### config.mk
export PLATFORM = sky130hd
export DESIGN_NAME = decode_stage
export DESIGN_NICKNAME = d
export VERILOG_FILES = /design/src/rtl/decode_stage_pkg.sv /design/src/rtl/decode_stage_reg_file.sv /design/src/rtl/decode_stage.sv
export SDC_FILE = /design/constraint.sdc
export NUM_CORES = 2
export LEC_CHECK = 0
export CAP_MARGIN = 20
export CORE_MARGIN = 3
export CORE_UTILIZATION = 37
export DETAILED_ROUTE_END_ITERATION = 12
export GPL_ROUTABILITY_DRIVEN = 0
export PLACE_DENSITY_LB_ADDON = 0.3
export SLEW_MARGIN = 20
export SYNTH_ARGS = -nofsm -noshare
export SYNTH_HDL_FRONTEND = slang
export SYNTH_SLANG_ARGS = --single-unit
### constraint.sdc
create_clock -name clk -period 6 [get_ports clk]
set_input_delay 1.2 -clock clk [delete_from_list [all_inputs] [get_ports clk]]
set_output_delay 1.2 -clock clk [all_outputs]
set_load 0.01 [all_outputs]
### src/rtl/decode_stage_pkg.sv
// Shared constants and instruction classification for the decode stage.
// Opcode/funct values follow the standard MIPS-I encodings.
package decode_stage_pkg;

  localparam logic [31:0] PC_START_DEFAULT = 32'h0000_3000;
  localparam int          NUM_REGS         = 32;

  localparam logic [5:0] OP_RTYPE = 6'h00;
  localparam logic [5:0] OP_J     = 6'h02;
  localparam logic [5:0] OP_JAL   = 6'h03;
  localparam logic [5:0] OP_BEQ   = 6'h04;
  localparam logic [5:0] OP_ORI   = 6'h0D;
  localparam logic [5:0] OP_LUI   = 6'h0F;
  localparam logic [5:0] OP_LW    = 6'h23;
  localparam logic [5:0] OP_SW    = 6'h2B;

  localparam logic [5:0] FN_JR    = 6'h08;
  localparam logic [5:0] FN_ADDU  = 6'h21;
  localparam logic [5:0] FN_SUBU  = 6'h23;

  typedef enum logic [3:0] {
    INS_NOP, INS_ADDU, INS_SUBU, INS_ORI, INS_LUI, INS_LW,
    INS_SW, INS_BEQ, INS_J, INS_JAL, INS_JR
  } instr_e;

  typedef struct packed {
    instr_e kind;
    logic   reads_rs;
    logic   reads_rt;
  } decoded_t;

  // Unsupported encodings fall through as a nop that reads nothing.
  function automatic decoded_t decode(input logic [31:0] instr);
    decoded_t d;
    d.kind     = INS_NOP;
    d.reads_rs = 1'b0;
    d.reads_rt = 1'b0;
    case (instr[31:26])
      OP_RTYPE: begin
        case (instr[5:0])
          FN_ADDU: begin d.kind = INS_ADDU; d.reads_rs = 1'b1; d.reads_rt = 1'b1; end
          FN_SUBU: begin d.kind = INS_SUBU; d.reads_rs = 1'b1; d.reads_rt = 1'b1; end
          FN_JR:   begin d.kind = INS_JR;   d.reads_rs = 1'b1; end
          default: ;
        endcase
      end
      OP_ORI:  begin d.kind = INS_ORI; d.reads_rs = 1'b1; end
      OP_LUI:  d.kind = INS_LUI;
      OP_LW:   begin d.kind = INS_LW;  d.reads_rs = 1'b1; end
      OP_SW:   begin d.kind = INS_SW;  d.reads_rs = 1'b1; d.reads_rt = 1'b1; end
      OP_BEQ:  begin d.kind = INS_BEQ; d.reads_rs = 1'b1; d.reads_rt = 1'b1; end
      OP_J:    d.kind = INS_J;
      OP_JAL:  d.kind = INS_JAL;
      default: ;
    endcase
    return d;
  endfunction

endpackage

### src/rtl/decode_stage_reg_file.sv
// 32x32 register file: one write port, two read ports, optional write-through
// so a value written this cycle is visible to reads in the same cycle.
module reg_file
  import decode_stage_pkg::*;
#(
  parameter bit WB_BYPASS = 1'b1
) (
  input  logic        clk,
  input  logic        reset,
  input  logic [4:0]  rd_addr_a,
  output logic [31:0] rd_data_a,
  input  logic [4:0]  rd_addr_b,
  output logic [31:0] rd_data_b,
  input  logic        wr_en,
  input  logic [4:0]  wr_addr,
  input  logic [31:0] wr_data
);

  logic [31:0] regs [NUM_REGS];

  // NOTE: the array is built from flops, not a RAM macro, so it can and must be
  // cleared by reset; a RAM-based file could not be reset in one cycle.
  always_ff @(posedge clk) begin
    if (!reset) begin
      for (int i = 0; i < NUM_REGS; i++) regs[i] <= '0;
    end else if (wr_en && wr_addr != 5'd0) begin
      regs[wr_addr] <= wr_data;
    end
  end

  assign rd_data_a = (rd_addr_a == 5'd0) ? '0 :
                     (WB_BYPASS && wr_en && wr_addr == rd_addr_a) ? wr_data : regs[rd_addr_a];
  assign rd_data_b = (rd_addr_b == 5'd0) ? '0 :
                     (WB_BYPASS && wr_en && wr_addr == rd_addr_b) ? wr_data : regs[rd_addr_b];

endmodule

### src/rtl/decode_stage.sv
// Decode stage: IF/ID register, hazard stall, operand forwarding, delayed-branch
// redirect resolution and the ID/EX register.
module decode_stage
  import decode_stage_pkg::*;
#(
  parameter logic [31:0] PC_START  = PC_START_DEFAULT,
  parameter bit          WB_BYPASS = 1'b1
) (
  input  logic        clk,
  input  logic        reset,
  input  logic [31:0] if_pc,
  input  logic [31:0] if_instr,
  input  logic        ex_we,
  input  logic        ex_is_load,
  input  logic [4:0]  ex_rd,
  input  logic        mem_we,
  input  logic [4:0]  mem_rd,
  input  logic [31:0] mem_data,
  input  logic        wb_we,
  input  logic [4:0]  wb_addr,
  input  logic [31:0] wb_data,
  output logic        isBranch,
  output logic [31:0] branchAddr,
  output logic        isJump,
  output logic [25:0] jumpAddr,
  output logic        isJumpReg,
  output logic [31:0] jumpRegAddr,
  output logic        stall,
  output logic        id_valid,
  output logic [31:0] id_pc,
  output logic [31:0] id_instr,
  output logic [31:0] id_rs_data,
  output logic [31:0] id_rt_data,
  output logic [31:0] id_imm_ext
);

  logic [31:0] ifid_pc, ifid_instr;
  decoded_t    dec;
  logic [4:0]  rs, rt;
  logic [15:0] imm16;
  logic [31:0] imm_sext, imm_ext;
  logic [31:0] rf_rs, rf_rt, rs_val, rt_val;
  logic        ex_hit, is_ctrl_read;

  assign dec      = decode(ifid_instr);
  assign rs       = ifid_instr[25:21];
  assign rt       = ifid_instr[20:16];
  assign imm16    = ifid_instr[15:0];
  assign imm_sext = {{16{imm16[15]}}, imm16};

  reg_file #(.WB_BYPASS(WB_BYPASS)) u_reg_file (
    .clk       (clk),
    .reset     (reset),
    .rd_addr_a (rs),
    .rd_data_a (rf_rs),
    .rd_addr_b (rt),
    .rd_data_b (rf_rt),
    .wr_en     (wb_we),
    .wr_addr   (wb_addr),
    .wr_data   (wb_data)
  );

  // MEM beats the register file's WB bypass; $0 is already zero from reg_file.
  assign rs_val = (rs != 5'd0 && mem_we && mem_rd == rs) ? mem_data : rf_rs;
  assign rt_val = (rt != 5'd0 && mem_we && mem_rd == rt) ? mem_data : rf_rt;

  assign ex_hit = (ex_rd != 5'd0) &&
                  ((dec.reads_rs && ex_rd == rs) || (dec.reads_rt && ex_rd == rt));
  assign is_ctrl_read = (dec.kind == INS_BEQ) || (dec.kind == INS_JR);
  // beq/jr compare in ID, so any EX producer (not just loads) must be waited out.
  assign stall  = ex_hit && (ex_is_load || (ex_we && is_ctrl_read));

  assign isBranch    = (dec.kind == INS_BEQ) && (rs_val == rt_val) && !stall;
  assign branchAddr  = imm_sext;
  assign isJump      = (dec.kind == INS_J || dec.kind == INS_JAL) && !stall;
  assign jumpAddr    = ifid_instr[25:0];
  assign isJumpReg   = (dec.kind == INS_JR) && !stall;
  assign jumpRegAddr = rs_val;

  // NOTE: every combinational output gets a default before the case, otherwise
  // the unlisted kinds would hold the old value and infer a latch.
  always_comb begin
    imm_ext = '0;
    case (dec.kind)
      INS_ORI:                 imm_ext = {16'h0000, imm16};
      INS_LUI:                 imm_ext = {imm16, 16'h0000};
      INS_LW, INS_SW, INS_BEQ: imm_ext = imm_sext;
      default: ;
    endcase
  end

  // NOTE: state is updated with non-blocking assignments so every register
  // samples the pre-edge values regardless of statement order.
  always_ff @(posedge clk) begin
    if (!reset) begin
      ifid_pc    <= PC_START;
      ifid_instr <= '0;
    end else if (!stall) begin
      ifid_pc    <= if_pc;
      ifid_instr <= if_instr;
    end
  end

  // A stall and a reset both leave an all-zero, invalid ID/EX entry.
  always_ff @(posedge clk) begin
    if (!reset || stall) begin
      id_valid   <= 1'b0;
      id_pc      <= '0;
      id_instr   <= '0;
      id_rs_data <= '0;
      id_rt_data <= '0;
      id_imm_ext <= '0;
    end else begin
      id_valid   <= 1'b1;
      id_pc      <= ifid_pc;
      id_instr   <= ifid_instr;
      id_rs_data <= rs_val;
      id_rt_data <= (dec.kind == INS_JAL) ? ifid_pc + 32'd8 : rt_val;
      id_imm_ext <= imm_ext;
    end
  end

endmodule

==> reports/qor.yml <==
die:
  start_util_pct: 37.5
  die_x_um: 424
  core_um2: 173000
  top_level_ports: 404
  die_area_um2: 180000
  row_count: 152
  die_h_um: 424
timing:
  setup_viol_count_final: 1
  max_slew_margin_pct: 28.8
  hold_viol_final: 0
  finalSetupTns_ns: -0.103
  fin_worst_skew_ns: 0.0425
  final.min_clock_period_ns: 6.10
  setup_slack_ns: -0.103
  worst_pin_slew_ns: 1.06
  timing.final.crit_share_pct: 102
  max_freq_mhz: 164
  report.final.slew_viol_count: 0
yosys:
  synthArstFlopShare_pct: 0
  ys_types: 81
  syn-instance-count: 4782
  synth_edf_count: 1024
  yosysWarnings: 0
  synth_ff_type: "edfxtp_1"
  ys_ff_latch: 1259
  synth_area_um2: 64800
  synth_area_per_cell_um2: 13.5
  ys_seq_area_share_pct: 54.7
power:
  p_per_area_nw_per_um2: 282
  p_sw_w: 0.00637
  power_frac_comb_pct: 17.7
  p_leak_nw: 27.4
  sequentialPowerShare_pct: 45.5
  irDropWorstVdd_mv: 0.332
  p_clk_share_pct: 36.8
  p_int_w: 0.0162
  p_sw_share_pct: 28.3
cells_and_area:
  fin_util_pct: 46.2
  nNetsFinal: 5528
  syn_to_final_growth_pct: 23.4
  n_fill_cell: 15200
  drive_gt1_share_pct: 25.7
drt:
  drt_first_iter_violations: 9286
  num_vias: 49600
  postRouteAntennaNets: 0
  drcViolationCount: 0
  routed_wl_um: 296000
  viasPerCell: 6.35
  avgRoutedWirePerCell_um: 37.8
  drtPass1Iterations: 7
setup_path:
  worst_setup_path_end_kind: "output pin"
  critPathKind: "reg2out"
  cp-start-kind: "register"
  arrival_ns: 4.90
  crit_fanout: 32
  cp_data_required_time_ns: 4.80
grt:
  grt_max_degree: 55
  track_usage_pct: 32.1
  grt_pass1_wl_um: 399000
  grt_pass1_vias: 46500
  antenna_found_initial: 42
  overflow: 0
clock_network:
  cts_buffer_depth: 3
  cts_buffers: 138
  h-tree-depth: 4
  cts_sinks: 1259
  cts-root-buf: "clkbuf_16"
  cts_tree: "yes"
  clock_latency_ns: 0.82
  clk_pin_slew_ns: 0.06
placement:
  port_buffers: 403
  dp_hpwl_um: 201000
  dp_slack_ns: -0.496
run_status:
  status: "finished, violations left"
  violations: "setup timing"
run:
  cap_violations: 0
min_path:
  hold_class: "reg2reg"
==> worst max-delay path: stages (launching register included) <==
cell and delay [ns]:
dfxtp_4 0.56, buf_12 0.29, nor2b_1 0.72, a22oi_1 0.15
a21oi_1 0.54, o2bb2ai_1 0.23, xor2_1 0.22, nor4_2 0.35
nand4_1 0.20, nor4_4 0.50, buf_4 0.19, clkbuf_2 0.12
==> cell type report <==
class | count | area [um^2] | area share [%]
Sequential cell | 1259 | 35500 | 44.4
Multi-Input combinational cell | 2997 | 27800 | 34.8
Timing Repair Buffer | 944 | 9240 | 11.6
Clock buffer | 181 | 3750 | 4.69
Tap cell | 2310 | 2890 | 3.62
Clock inverter | 62 | 509 | 0.637
Inverter | 38 | 150 | 0.188
Antenna cell | 30 | 75.1 | 0.0940
==> cell families (layout without fill, tap and decap cells) <==
family | count (synthesis) | after routing | synth area share, %
mux | 708 | 708 | 20.0
other cells | 1 | 62 | 0.00579
fa+ha+maj | 1 | 1 | 0.0193
compound gates | 462 | 462 | 4.93
flops | 1259 | 1259 | 54.7
simple gates | 1706 | 1706 | 14.8
buf+inv | 557 | 1225 | 4.27
xor+xnor | 88 | 88 | 1.19
==> final timing paths <==
| kind | startpoint | slack (ns) | to | depth (start not counted) |
|---|---|---|---|---|
| hold reg to reg | ifid_pc[1] | 0.51 | id_pc[1] | 1 |
| hold / removal | ifid_pc[1] | 0.51 | id_pc[1] | 1 |
| setup / recovery | register | -0.10 | isBranch | 11 |
| setup reg to reg | ifid_instr[27] | 1.57 | id_rs_data[20] | 9 |
==> registers in the layout, indices dropped and copies added (netlist names), named ones only <==
register,cells
u_reg_file.regs,1024
id_imm_ext,32
id_instr,32
id_pc,32
id_rs_data,32
id_rt_data,32
ifid_instr,32
ifid_pc,32
id_valid,1
==> stage by stage <==
stage          hold slack [ns]  cell area, um^2  cells  total power (W)
2_1_floorplan            0.453            64900   4813           0.0120
3_3_place_gp             0.492            73600   7465           0.0139
3_5_place_dp             0.498            73600   7465           0.0140
4_1_cts                  0.508            79500   7777           0.0223
5_1_grt                  0.512            79800   7796           0.0229
6_report                 0.508            79900   7821           0.0225
==> metal layers <==
metal,wire length [um],vias up,track usage [%]
li1,-,19200,-
met1,104000,25100,40.1
met2,124000,4402,45.8
met3,45700,916,14.0
met4,21700,18,19.5
met5,289,-,0.618
==> power by group through the flow <==
stage	Sequential [W]	Clock, W	Combinational, W
2_1_floorplan	0.0103	0	0.00170
3_3_place_gp	0.0104	0	0.00355
3_5_place_dp	0.0104	0	0.00355
4_1_cts	0.0102	0.00831	0.00377
5_1_grt	0.0103	0.00864	0.00400
6_report	0.0102	0.00829	0.00399
==> cell usage in the layout (no fill, tap or decap), drive strengths merged, types with 8 or more instances in the layout <==
master            n
clkbuf          184
clkinv           52
edfxtp         1024
a32o             12
a22oi            65
buf             530
xnor2            53
and2            929
a22o             17
nor2b            19
nand3            51
a211oi           33
nor4             31
conb             32
and3             32
a32oi            14
o221ai           10
nand2           152
inv              41
xor2             35
a21oi            74
o211ai           10
nand2b           15
mux2i           233
dfxtp           235
o22ai            39
nor3            177
a31oi            10
a221oi           20
mux2              8
o21ai            94
nor2            202
diode            30
nand4            40
clkdlybuf4s50   399
mux4            467
bufbuf           10
==> timing repair <==
item / CTS / global route
gates cloned: 11 / 2
pin swaps: 21 / 12
endpoints found under the setup margin: 1 / 1
buffers inserted: 58 / 13
gates resized for setup: 151 / 40
hold buffers: 0 / 0
==> cell usage after synthesis, types with 10 or more instances <==
cell      number  area share, %
a211oi_1      33           0.38
a21oi_1       74           0.57
a221oi_1      20           0.27
a22o_1        17           0.23
a22oi_1       64           0.74
a31oi_1       10          0.097
a32o_1        12           0.19
a32oi_1       14           0.19
and2_1       928            9.0
and3_1        32           0.31
buf_1         18           0.10
buf_2         69           0.53
buf_4         98            1.1
buf_6         20           0.35
clkbuf_1     308            1.8
dfxtp_1      235            7.3
edfxtp_1    1024             47
inv_1         30           0.17
mux2i_1      232            3.6
mux4_2       467             16
nand2_1      152           0.88
nand2b_1      15           0.14
nand3_1       51           0.39
nand4_1       40           0.39
nor2_1       202            1.2
nor2b_1       19           0.18
nor3_1       177            1.4
nor4_1        30           0.29
o211ai_1      10           0.12
o21ai_0       91           0.70
o221ai_1      10           0.14
o22ai_1       39           0.38
xnor2_1       53           0.72
xor2_1        35           0.47
No activity file was read; power rests on OpenSTA's default activity.
